`config.mk`:
```
export PLATFORM = sky130hd
export DESIGN_NAME = shift_seq_ctrl
export DESIGN_NICKNAME = d
export VERILOG_FILES = /design/src/rtl/shift_seq_ctrl.sv
export SDC_FILE = /design/constraint.sdc
export NUM_CORES = 1
export LEC_CHECK = 0
export CAP_MARGIN = 20
export CORE_ASPECT_RATIO = 1.25
export CORE_UTILIZATION = 40
export CTS_CLUSTER_DIAMETER = 80
export DETAILED_ROUTE_END_ITERATION = 10
export MAX_ROUTING_LAYER = met4
export PLACE_DENSITY = 0.68
export SYNTH_ARGS = -nofsm -noshare
export SYNTH_HDL_FRONTEND = slang
export SYNTH_SLANG_ARGS = --single-unit
```
`constraint.sdc`:
```
create_clock -name clk -period 2.3 [get_ports clk]
set_input_delay 0.23 -clock clk [delete_from_list [all_inputs] [get_ports clk]]
set_output_delay 0.23 -clock clk [all_outputs]
set_load 0.02 [all_outputs]
```
`src/rtl/shift_seq_ctrl.sv`:
```
// -----------------------------------------------------------------------------
// shift_seq_ctrl
//   Command sequencer for a left/right shift register datapath. A command
//   (direction, rotate/shift, fill bit, step count, operand) is accepted over a
//   valid/ready handshake, the register is stepped one bit per clock for the
//   requested count, and the result is offered over a second valid/ready
//   handshake. Only one command is in flight at a time.
//
// Parameters
//   WIDTH  operand/result width in bits
//   AMT_W  step-count field width; 2**AMT_W-1 must be >= WIDTH
//
// Ports
//   clk         rising-edge clock
//   rst         asynchronous, active-high reset
//   cmd_valid   command present
//   cmd_ready   block can accept a command (IDLE)
//   cmd_lr_bar  1 = shift toward MSB, 0 = shift toward LSB
//   cmd_rot     1 = rotate, 0 = logical shift with fill bit
//   cmd_fill    bit shifted in when cmd_rot = 0
//   cmd_amt     number of single-bit steps
//   cmd_data    operand loaded into the shift register
//   busy        high while stepping (SHIFT)
//   res_valid   result available (DONE)
//   res_ready   consumer accepts result
//   res_data    current shift register contents
// -----------------------------------------------------------------------------
module shift_seq_ctrl #(
    parameter int WIDTH = 4,
    parameter int AMT_W = 3
) (
    input  logic             clk,
    input  logic             rst,
    input  logic             cmd_valid,
    output logic             cmd_ready,
    input  logic             cmd_lr_bar,
    input  logic             cmd_rot,
    input  logic             cmd_fill,
    input  logic [AMT_W-1:0] cmd_amt,
    input  logic [WIDTH-1:0] cmd_data,
    output logic             busy,
    output logic             res_valid,
    input  logic             res_ready,
    output logic [WIDTH-1:0] res_data
);

    typedef enum logic [1:0] {
        ST_IDLE  = 2'b00,
        ST_SHIFT = 2'b01,
        ST_DONE  = 2'b10
    } state_t;

    localparam logic [AMT_W-1:0] WIDTH_AMT = AMT_W'(WIDTH);
    localparam logic [AMT_W-1:0] ONE_AMT   = AMT_W'(1);
    localparam logic [AMT_W-1:0] ZERO_AMT  = AMT_W'(0);

    state_t             state_r;
    state_t             state_s;
    logic [WIDTH-1:0]   shift_r;
    logic [WIDTH-1:0]   step_s;
    logic [AMT_W-1:0]   cnt_r;
    logic [AMT_W-1:0]   load_cnt_s;
    logic               dir_r;
    logic               rot_r;
    logic               fill_r;
    logic               shift_in_s;
    logic               cmd_ready_r;
    logic               busy_r;
    logic               res_valid_r;

    // Step count for a new command: logical shifts saturate at WIDTH because
    // further steps only push more fill bits; rotates keep the full count.
    always_comb begin
        load_cnt_s = cmd_amt;
        if (!cmd_rot && (cmd_amt > WIDTH_AMT)) begin
            load_cnt_s = WIDTH_AMT;
        end else begin
            load_cnt_s = cmd_amt;
        end
    end

    // One-bit step of the latched operand in the latched direction.
    always_comb begin
        shift_in_s = fill_r;
        step_s     = shift_r;
        if (dir_r) begin
            shift_in_s = rot_r ? shift_r[WIDTH-1] : fill_r;
            step_s     = {shift_r[WIDTH-2:0], shift_in_s};
        end else begin
            shift_in_s = rot_r ? shift_r[0] : fill_r;
            step_s     = {shift_in_s, shift_r[WIDTH-1:1]};
        end
    end

    // Next-state logic for the IDLE -> SHIFT -> DONE -> IDLE sequence.
    always_comb begin
        state_s = state_r;
        case (state_r)
            ST_IDLE: begin
                if (cmd_valid) begin
                    state_s = (load_cnt_s != ZERO_AMT) ? ST_SHIFT : ST_DONE;
                end else begin
                    state_s = ST_IDLE;
                end
            end
            ST_SHIFT: begin
                if (cnt_r == ONE_AMT) begin
                    state_s = ST_DONE;
                end else begin
                    state_s = ST_SHIFT;
                end
            end
            ST_DONE: begin
                if (res_ready) begin
                    state_s = ST_IDLE;
                end else begin
                    state_s = ST_DONE;
                end
            end
            default: begin
                state_s = ST_IDLE;
            end
        endcase
    end

    // State register.
    always_ff @(posedge clk or posedge rst) begin
        if (rst) begin
            state_r <= ST_IDLE;
        end else begin
            state_r <= state_s;
        end
    end

    // Handshake/status outputs registered from the next state so they track
    // state_r exactly without any input-to-output combinational path.
    always_ff @(posedge clk or posedge rst) begin
        if (rst) begin
            cmd_ready_r <= 1'b1;
            busy_r      <= 1'b0;
            res_valid_r <= 1'b0;
        end else begin
            cmd_ready_r <= (state_s == ST_IDLE);
            busy_r      <= (state_s == ST_SHIFT);
            res_valid_r <= (state_s == ST_DONE);
        end
    end

    // Datapath: load on accept, step while shifting, hold otherwise.
    always_ff @(posedge clk or posedge rst) begin
        if (rst) begin
            shift_r <= {WIDTH{1'b0}};
            cnt_r   <= ZERO_AMT;
            dir_r   <= 1'b0;
            rot_r   <= 1'b0;
            fill_r  <= 1'b0;
        end else begin
            case (state_r)
                ST_IDLE: begin
                    if (cmd_valid) begin
                        shift_r <= cmd_data;
                        cnt_r   <= load_cnt_s;
                        dir_r   <= cmd_lr_bar;
                        rot_r   <= cmd_rot;
                        fill_r  <= cmd_fill;
                    end
                end
                ST_SHIFT: begin
                    shift_r <= step_s;
                    cnt_r   <= cnt_r - ONE_AMT;
                end
                ST_DONE: begin
                    shift_r <= shift_r;
                end
                default: begin
                    shift_r <= shift_r;
                end
            endcase
        end
    end

    assign cmd_ready = cmd_ready_r;
    assign busy      = busy_r;
    assign res_valid = res_valid_r;
    assign res_data  = shift_r;

endmodule
```
==> summary.md <==
| Metric | Value |
|---|---|
| Outcome | finished clean |
| CP Class | flip-flop to primary output |
| Setup tns final | 0 ns |
| Worst-path clk slew | 0.10 ns |
| Met1 WL | 664 um |
| GRT Residual Overflow | 0 |
| Top layer in use | met4 |
| Slew @ Worst Pin | around 0.56 ns |
| Die H | between 50 and 60 um |
| Worst Path Buf+Inv | 1 |
| Largest family of logic cells by synthesized area | compound AO/OA/AOI/OAI gates |
| Post-DRT Antenna Nets | 0 |
| Fmax | roughly 600 MHz |
| Post-Synthesis Cell Area | around 800 um^2 |
| Area Overhead vs Synth | 26.77% |
| Compound-gate portion of the synthesized area | between 20 and 25% |
| CP Capture Type | primary output |
| CP max-delay cell | clkdlybuf4s50_1 |
| Cell area after layout | between 1000 and 1500 um^2 |
| Vias in the first global route | around 610 |
| I/O pin total | 21 |
| Post-CTS setup buffers | 0 |
| Post-detail-place hpwl | 1168 um |
| Number of nets in the layout | around 110 |
| Post-synthesis register bit count | 15 |
| Placed cell areas | 1003 um^2 |
| CTS Sinks | 15 |
| CTS tree | done |
| Synth Area in Adders | approximately 3% |
| Max incr delay on CP | just under 0.6 ns |
| Post-synthesis sequential area ratio | 46.31% |
| CTS Hold Bufs | 0 |
| Clk Latency, worst-skew pair | 0.29 ns |
| Clk root buf | clkbuf_4 |
| RSZ-0062 raised after global routing | no |
| Die W | around 42 um |
| R2R Path Start | state_r[0] |
| Commonest non-fill, non-tap cell in the layout | clkdlybuf4s50_1 |
| TritonCTS buffer count | 3 |
| Setup Skew | about 0.0090 ns |
| H-tree levels | 1 |
| Pre-CTS setup slack | around 0.71 ns |
| PwrDens | between 1000 and 1500 nW/um^2 |
| Most frequent cells in the layout | 20 x clkdlybuf4s50_1, 14 x dfrtp_1, 10 x inv_1 |
| Yosys cell types | 26 |
| Xor/xnor share of the synthesized area | 0% |
| Crit-path cells | clkdlybuf4s50_1 |
| Critical path startpoint | cmd_ready |
| Fillcell total | ~170 |
| Vias | 628 |
| Syn Nets | 92 |
| Required @ worst endpoint | 2.07 ns |
| First-pass GRT wire length | 2601 um |
| Vias per cell | 5.414 |
| Max Cap Viol | 0 |
| Largest net degree at the start of global routing | 16 |
| Routed length per instance | 13.38 um |
| Initial antenna violation count | 0 |
| Worst VDD drop | between 0.5 and 0.6 mV |
| Simple-gate share of the synthesized area | under 10% |
| Avg Inst Size Synth | 10.70 um^2 |
| Total wire length | ~1600 um |
| Layout cells sized above 1 | 13.40% |
| DRC violations left | 0 |
| PostCTS Resize Cnt | 0 |
| Tcrit/Tclk final | 71.03% |
| Largest fanout on the critical path | 1 |
| Final Max Slew Viols | 0 |
| Met3 wire length | just under 60 um |
| Count of input and output buffers | 20 |
| Number of synthesis warnings | 0 |
| Count of final setup violators | 0 |
| Final hold violations | 0 |
| Final Wtd Congestion | about 0.77 |
| Mapped Cells | 76 |
| Initial Util | around 44% |
| Worst setup SP type | flip-flop |
| Mux contribution to synthesized area | 10.46% |
| Top delay family on crit path | buffers and inverters |
| Slew headroom | between 60% and 70% |
| First-pass iteration count of the detailed router | 4 |
| Final setup margin | 0.6662 ns |
| CTS Buffer Depth | 2 |
| Hold/Removal Path Class | primary input to async pin |
| Std-Cell Rows | 17 |
| Fin crit period | around 1.6 ns |
| Ant. Diodes | 0 |
| Worst EP arrival | about 1.4 ns |
| Pleak | between 0.4 and 0.5 nW |
| Die area | about 2200 um^2 |
| Global Route Usage Sum | about 17% |
| Wire length on met2 | approximately 790 um |
| Core box area | ~1800 um^2 |
| Detailed Route Iter0 Violations | 10 |
-- flip-flops by register name, indices dropped and copies added, names as in the netlist --
name,flops
rot_r,1
cmd_ready,1
cnt_r,3
dir_r,1
state_r,2
res_valid,1
res_data,4
busy,1
fill_r,1
-- synth_stat cells, drive strengths merged --
| cell | n | area share, % |
|---|---|---|
| inv | 10 | 4.6 |
| ha | 2 | 3.1 |
| dfstp | 1 | 3.2 |
| a211o | 2 | 2.2 |
| o221ai | 2 | 2.2 |
| nor3b | 1 | 2.3 |
| mux2 | 4 | 5.5 |
| a21oi | 5 | 3.1 |
| nor2 | 3 | 1.4 |
| o21bai | 1 | 1.4 |
| a32oi | 1 | 1.1 |
| nand2 | 5 | 2.3 |
| dfrtp | 14 | 43 |
| o31ai | 1 | 0.92 |
| a32o | 1 | 1.2 |
| nand2b | 2 | 1.5 |
| o21ai | 6 | 4.2 |
| o21a | 2 | 1.8 |
| nor2b | 2 | 1.5 |
| buf | 3 | 4.2 |
| mux2i | 4 | 4.9 |
| o22ai | 1 | 0.77 |
| a2bb2oi | 2 | 2.9 |
| nor3 | 1 | 0.61 |
-- final timing paths --
| path | cells after the start | to | slack [ns] |
|---|---|---|---|
| setup / recovery | 1 | cmd_ready | 0.67 |
| hold / removal | 2 | res_data[2] | 0.28 |
| setup reg to reg | 3 | res_data[3] | 0.85 |
| hold reg to reg | 2 | cnt_r[1] | 0.50 |
| max in group asynchronous | 2 | res_data[0] | 1.64 |
| min in group clk | 2 | cnt_r[1] | 0.50 |
-- final cells by class --
| cell class | instances | area [um^2] | area share, % |
|---|---|---|---|
| Multi-Input combinational cell | 48 | 365.4 | 35.44 |
| Inverter | 10 | 37.54 | 3.641 |
| Tap cell | 19 | 23.77 | 2.306 |
| Clock buffer | 3 | 22.52 | 2.184 |
| Clock inverter | 1 | 5.005 | 0.4854 |
| Timing Repair Buffer | 20 | 200.2 | 19.42 |
| Sequential cell | 15 | 376.6 | 36.53 |
-- per-stage QoR --
stage               hold WS (ns)  cells  util [%]  power (mW)
finish                    0.2805    116     56.36       1.362
global route              0.3231    116     56.36       1.481
CTS                       0.2989    116     56.36       1.378
detailed placement        0.4842    112     54.86       1.220
global placement          0.4679    112     54.86       1.200
floorplan                 0.1308     76         -       1.035
-- cells by family (layout without fill, tap and decap cells) --
logic type      Yosys count  after routing
compound gates           24             24
simple gates             14             14
buf+inv                  13             34
fa+ha+maj                 2              2
flops                    15             15
mux                       8              8
-- worst register-to-register path, cell delays in order, from the launching register on --
cell	delay (ns)
dfrtp_1	0.57
nand2b_1	0.31
a211o_1	0.37
a2bb2oi_2	0.13
-- routing by layer --
| layer | vias up | track usage (%) |
|---|---|---|
| met5 | - | - |
| met4 | 0 | 9.375 |
| met3 | 5 | 2.414 |
| met2 | 15 | 28.21 |
| met1 | 300 | 18.82 |
| li1 | 308 | - |
-- where the power goes --
group / leakage, nW / internal [mW] / switching, mW
sequential: 0.181 / 0.399 / 0.143
clock: 0.0177 / 0.0647 / 0.0897
combinational: 0.258 / 0.353 / 0.312
No activity file was read; power rests on OpenSTA's default activity.
